File: src/rtl/mips_multicycle_ctrl.sv
`default_nettype none
// ============================================================================
// Module   : mips_multicycle_ctrl
// Purpose  : Multi-cycle MIPS control FSM. Walks each instruction through
//            FETCH/DECODE/EXEC/MEM/WB and drives the datapath control strobes.
//            Supports RAM wait states, counts retired instructions, and halts
//            on an illegal opcode.
// Ports    : clock_i, reset_i (sync, active-high), start_i, opcode_i[5:0],
//            zero_i -> pc_en_o, pc_src_o[1:0], ir_load_o, mem_read_o,
//            mem_write_o, reg_write_o, reg_dst_o, mem_to_reg_o, alu_src_b_o,
//            alu_op_o[1:0], state_o[2:0], busy_o, instr_done_o, illegal_o,
//            instr_count_o[CNT_W-1:0]
// Revision : 1.0  initial release
// ============================================================================
module mips_multicycle_ctrl #(
  parameter int MEM_WAIT = 1,   // extra cycles per RAM access, 0..15
  parameter int CNT_W    = 16   // retired-instruction counter width
) (
  input  logic             clock_i,
  input  logic             reset_i,
  input  logic             start_i,
  input  logic [5:0]       opcode_i,
  input  logic             zero_i,
  output logic             pc_en_o,
  output logic [1:0]       pc_src_o,
  output logic             ir_load_o,
  output logic             mem_read_o,
  output logic             mem_write_o,
  output logic             reg_write_o,
  output logic             reg_dst_o,
  output logic             mem_to_reg_o,
  output logic             alu_src_b_o,
  output logic [1:0]       alu_op_o,
  output logic [2:0]       state_o,
  output logic             busy_o,
  output logic             instr_done_o,
  output logic             illegal_o,
  output logic [CNT_W-1:0] instr_count_o
);

  typedef enum logic [2:0] {
    S_IDLE   = 3'd0,
    S_FETCH  = 3'd1,
    S_DECODE = 3'd2,
    S_EXEC   = 3'd3,
    S_MEM    = 3'd4,
    S_WB     = 3'd5,
    S_HALT   = 3'd7
  } state_t;

  // Instruction class captured at DECODE; later opcode changes are ignored.
  typedef enum logic [2:0] {
    K_R    = 3'd0,
    K_LW   = 3'd1,
    K_SW   = 3'd2,
    K_BEQ  = 3'd3,
    K_ADDI = 3'd4,
    K_J    = 3'd5
  } kind_t;

  localparam logic [5:0] OP_R    = 6'b000000;
  localparam logic [5:0] OP_LW   = 6'b100011;
  localparam logic [5:0] OP_SW   = 6'b101011;
  localparam logic [5:0] OP_BEQ  = 6'b000100;
  localparam logic [5:0] OP_ADDI = 6'b001000;
  localparam logic [5:0] OP_J    = 6'b000010;
  localparam logic [3:0] WAIT_LAST = 4'(MEM_WAIT);

  state_t           state_q, state_d;
  kind_t            kind_q, dec_kind;
  logic [3:0]       wait_q;
  logic             illegal_q;
  logic [CNT_W-1:0] count_q;
  logic             dec_legal;
  logic             wait_last;
  logic             retire;

  assign wait_last = (wait_q == WAIT_LAST);

  always_comb begin
    dec_legal = 1'b1;
    dec_kind  = K_R;
    case (opcode_i)
      OP_R:    dec_kind = K_R;
      OP_LW:   dec_kind = K_LW;
      OP_SW:   dec_kind = K_SW;
      OP_BEQ:  dec_kind = K_BEQ;
      OP_ADDI: dec_kind = K_ADDI;
      OP_J:    dec_kind = K_J;
      default: dec_legal = 1'b0;
    endcase
  end

  // beq/j retire in EXEC, sw on its last MEM cycle, everything else in WB.
  assign retire = ((state_q == S_EXEC) && ((kind_q == K_BEQ) || (kind_q == K_J))) ||
                  ((state_q == S_MEM) && (kind_q == K_SW) && wait_last) ||
                  (state_q == S_WB);

  always_comb begin
    state_d = state_q;
    case (state_q)
      S_IDLE, S_HALT: if (start_i) state_d = S_FETCH;
      S_FETCH:        if (wait_last) state_d = S_DECODE;
      S_DECODE:       state_d = dec_legal ? S_EXEC : S_HALT;
      S_EXEC: begin
        case (kind_q)
          K_R, K_ADDI: state_d = S_WB;
          K_LW, K_SW:  state_d = S_MEM;
          default:     state_d = S_FETCH;
        endcase
      end
      S_MEM:          if (wait_last) state_d = (kind_q == K_LW) ? S_WB : S_FETCH;
      S_WB:           state_d = S_FETCH;
      default:        state_d = S_IDLE;
    endcase
  end

  always_ff @(posedge clock_i) begin
    if (reset_i) begin
      state_q   <= S_IDLE;
      kind_q    <= K_R;
      wait_q    <= 4'd0;
      illegal_q <= 1'b0;
      count_q   <= '0;
    end else begin
      state_q <= state_d;
      // Wait counter only runs while a RAM access state holds; any state
      // change (including FETCH re-entered from EXEC/MEM/WB) restarts it.
      if ((state_d == state_q) && ((state_q == S_FETCH) || (state_q == S_MEM)))
        wait_q <= wait_q + 4'd1;
      else
        wait_q <= 4'd0;
      if (state_q == S_DECODE)
        kind_q <= dec_kind;
      if ((state_q == S_DECODE) && !dec_legal)
        illegal_q <= 1'b1;
      else if ((state_q == S_HALT) && start_i)
        illegal_q <= 1'b0;
      if (retire)
        count_q <= count_q + CNT_W'(1);
    end
  end

  // Moore strobes from state and the latched instruction class; beq's pc_en
  // follows the live ALU zero flag while in EXEC.
  always_comb begin
    pc_en_o      = 1'b0;
    pc_src_o     = 2'd0;
    ir_load_o    = 1'b0;
    mem_read_o   = 1'b0;
    mem_write_o  = 1'b0;
    reg_write_o  = 1'b0;
    reg_dst_o    = 1'b0;
    mem_to_reg_o = 1'b0;
    alu_src_b_o  = 1'b0;
    alu_op_o     = 2'd0;
    case (state_q)
      S_FETCH: begin
        mem_read_o = 1'b1;
        if (wait_last) begin
          ir_load_o = 1'b1;
          pc_en_o   = 1'b1;
        end
      end
      S_EXEC: begin
        case (kind_q)
          K_R:               alu_op_o = 2'd2;
          K_LW, K_SW, K_ADDI: alu_src_b_o = 1'b1;
          K_BEQ: begin
            alu_op_o = 2'd1;
            pc_en_o  = zero_i;
            pc_src_o = 2'd1;
          end
          K_J: begin
            pc_en_o  = 1'b1;
            pc_src_o = 2'd2;
          end
          default: ;
        endcase
      end
      S_MEM: begin
        if (kind_q == K_LW)
          mem_read_o = 1'b1;
        else
          mem_write_o = wait_last;
      end
      S_WB: begin
        reg_write_o  = 1'b1;
        reg_dst_o    = (kind_q == K_R);
        mem_to_reg_o = (kind_q == K_LW);
      end
      default: ;
    endcase
  end

  assign state_o       = state_q;
  assign busy_o        = (state_q != S_IDLE) && (state_q != S_HALT);
  assign instr_done_o  = retire;
  assign illegal_o     = illegal_q;
  assign instr_count_o = count_q;

endmodule
`default_nettype wire
File: config.mk
export PLATFORM = sky130hd
export DESIGN_NAME = mips_multicycle_ctrl
export DESIGN_NICKNAME = d
export VERILOG_FILES = /design/src/rtl/mips_multicycle_ctrl.sv
export SDC_FILE = /design/constraint.sdc
export NUM_CORES = 1
export LEC_CHECK = 0
export ABC_AREA = 1
export CORE_MARGIN = 5
export CORE_UTILIZATION = 50
export CTS_CLUSTER_SIZE = 40
export DETAILED_ROUTE_END_ITERATION = 6
export GPL_TIMING_DRIVEN = 0
export PLACE_DENSITY = 0.8
export SLEW_MARGIN = 20
export SYNTH_ARGS = -nofsm -noshare
export SYNTH_HDL_FRONTEND = slang
export SYNTH_SLANG_ARGS = --single-unit
File: constraint.sdc
create_clock -name clock_i -period 1.8 [get_ports clock_i]
set_clock_uncertainty 0.1 [all_clocks]
set_input_delay 0.36 -clock clock_i [delete_from_list [all_inputs] [get_ports clock_i]]
set_output_delay 0.36 -clock clock_i [all_outputs]
set_load 0.05 [all_outputs]
==> metrics.yaml <==
status: "complete, but fails checks"
violations: "setup timing"
synth_seq_cells: 27
fp.dieW_um: 71.5
antenna_found_initial: 0
topRoutingLayerUsed: "met4"
cp_max_fo: 5
hp-class: "reg2reg"
cts.sinks: 27
synth_common_cells: "nand2_1 (50), nor2_1 (45), inv_1 (35)"
wl_met2_mm: 2.69
synth.yosys.seq_area_share_pct: 28.6
slew_viol_final: 0
grt_max_degree: 16
p_leak_nw: 1.37
tightest_slew_ps: 613
wirelength_mm: 5.07
core_area_sq_um: 3660
synth.distinct_cells: 30
rsz0062_at_grt: "true"
synth.top_cell.area_share_pct: 28.6
max-vdd-ir-drop_uv: 544
io_buffers: 42
synth_area_per_cell_sq_um: 6.81
grtUsageTotal_pct: 20.7
tritoncts: "done"
finalSetupViolations: 5
yosysWarnings: 0
dieArea_sq_um: 5110
wl_met3_um: 285
hpwl_mm: 3.62
wl_met1_mm: 2.03
fin_ws_ps: -109
vias: 2022
drt_iter0_markers: 138
multiInputGateArea_sq_um: 1270
worst_ep_required_time_ps: 1340
clk_pin_slew_ps: 90
diodes: 0
crit_type: "reg2out"
final_layout_size_suffix_gt1_share_pct: 30.3
viasPerCell: 5.21
pwr_density_cell_nw_per_um2: 449
timing.hold.ws_ps: 334
cap_violations: 0
synth_most_common_cell: "nand2_1"
synthCells: 278
synth-edff-count: 0
yosys.area.top_type: "dfxtp_1"
start_kind: "register"
grt_pass1_wl_mm: 8.74
start_util_pct: 51.7
gp_congestion: 0.868
syn_nets: 291
synth.area.top_cells: "dfxtp_1 (29%), nand2_1 (9.9%), nor2_1 (8.9%)"
synthToLayoutAreaGrowth_pct: 43.3
endpoint_kind: "output pin"
fmax_mhz: 524
finalHoldViolCount: 0
fp.dieH_um: 71.5
arrival_ps: 1450
totalPowerFinal_w: 0.00122
rows: 22
ctsHoldBuffers: 0
nFillCells: 300
clock_latency_ps: 280
grt_pass1_vias: 2017
final.period_utilization_pct: 106
io_pins: 44
grt_overflow: 0
area.sequential_sq_um: 561
htree_levels: 1
drc_errors: 0
async_flop_share_pct: 0
clk_path_buf_depth: 2
synth_area_sq_um: 1890
avgRoutedWirePerCell_um: 13.1
relSlewSlack_pct: 59.1
numCtsBuffers: 3
ctsRootBufferMaster: "clkbuf_8"
dr.pass1.iters: 4
nets: 354
synth-main-ff-cell: "dfxtp_1"
ant_nets: 0
period_minus_slack_ps: 1910
[critical path, stage by stage, from the launching register on]
cell	delay, ps
dfxtp_4	410
inv_6	50
nand3_4	90
inv_4	50
nand2_4	90
inv_4	50
nor2_8	140
nand3_4	120
buf_12	170
[metrics by stage]
step | TNS, ps | worst slack (ps) | utilization (%) | cells | area [sq um]
after CTS | -352 | -214 | 72.2 | 383 | 2650
after global placement | -5480 | -777 | 67.4 | 368 | 2470
after detailed placement | -5540 | -782 | 67.4 | 368 | 2470
after global routing | -985 | -183 | 74.0 | 388 | 2710
final | -462 | -109 | 74.0 | 388 | 2710
after floorplan | -247 | -94.8 | - | 278 | 1990
[metal layers]
| layer | GRT usage [%] | up-vias |
|---|---|---|
| met5 | 0 | - |
| met4 | 5.01 | 0 |
| met3 | 2.95 | 8 |
| met2 | 39.6 | 72 |
| met1 | 23.9 | 912 |
| li1 | - | 1030 |
[placed cells by master, fill, tap and decap left out, types with 5 or more instances in the layout]
| cell type | netlist | layout |
|---|---|---|
| nor2_4 | 3 | 8 |
| a21oi_1 | 10 | 9 |
| nor2_1 | 45 | 39 |
| nand3_1 | 26 | 21 |
| clkdlybuf4s50_1 | 0 | 8 |
| buf_4 | 1 | 18 |
| dfxtp_1 | 27 | 17 |
| inv_2 | 5 | 5 |
| dlygate4sd2_1 | 0 | 18 |
| xor2_1 | 7 | 7 |
| inv_1 | 35 | 32 |
| buf_6 | 0 | 7 |
| o21ai_0 | 6 | 5 |
| nand4_1 | 18 | 18 |
| nand2_1 | 50 | 47 |
| a21oi_2 | 9 | 10 |
| dfxtp_2 | 0 | 7 |
| nand2_4 | 11 | 13 |
[where the power goes]
part	switching, W	internal (W)	total (W)
Clock	0.000204	0.000156	0.000359
Sequential	0.0000185	0.000606	0.000625
Combinational	0.000150	0.0000833	0.000234
[logic make-up after synthesis]
kind of cell | after synthesis | synth area share, %
buffers and inverters | 47 | 10.6
AOI/OAI and AO/OA | 28 | 9.72
and+or+nand+nor | 163 | 44.5
adders and majority gates | 3 | 1.98
xor gates and xnor gates | 10 | 4.63
DFF | 27 | 28.6
[state kept, by name, indices dropped and copies added, names as in the netlist]
register	cells
state_o	3
wait_q	4
kind_q	3
illegal_o	1
instr_count_o	16
[repair_timing]
action                     4_1_cts  5_1_grt
pin swaps                        7        5
buffers inserted                11        6
gates resized for setup        125       23
setup endpoints to repair       34       21
gates cloned                     0        0
[area by class of cell]
type / instances / share of cell area, %
Clock inverter: 1 / 0.185
Timing Repair Buffer: 59 / 20.5
Tap cell: 48 / 2.22
Multi-Input combinational cell: 204 / 47.0
Buffer: 5 / 1.66
Sequential cell: 27 / 20.7
Clock buffer: 3 / 1.52
Inverter: 41 / 6.14
[path summary, 6_finish.rpt]
| check | startpoint | endpoint | slack [ps] | depth (start not counted) |
|---|---|---|---|---|
| worst max-delay path | state_o[2] | instr_done_o | -110 | 8 |
| worst min-delay path | wait_q[0] | wait_q[0] | 330 | 1 |
| worst max register to register | state_o[2] | instr_count_o[4] | 140 | 9 |
| worst min register to register | wait_q[0] | wait_q[0] | 330 | 1 |
(Power assumes the default switching activity.)
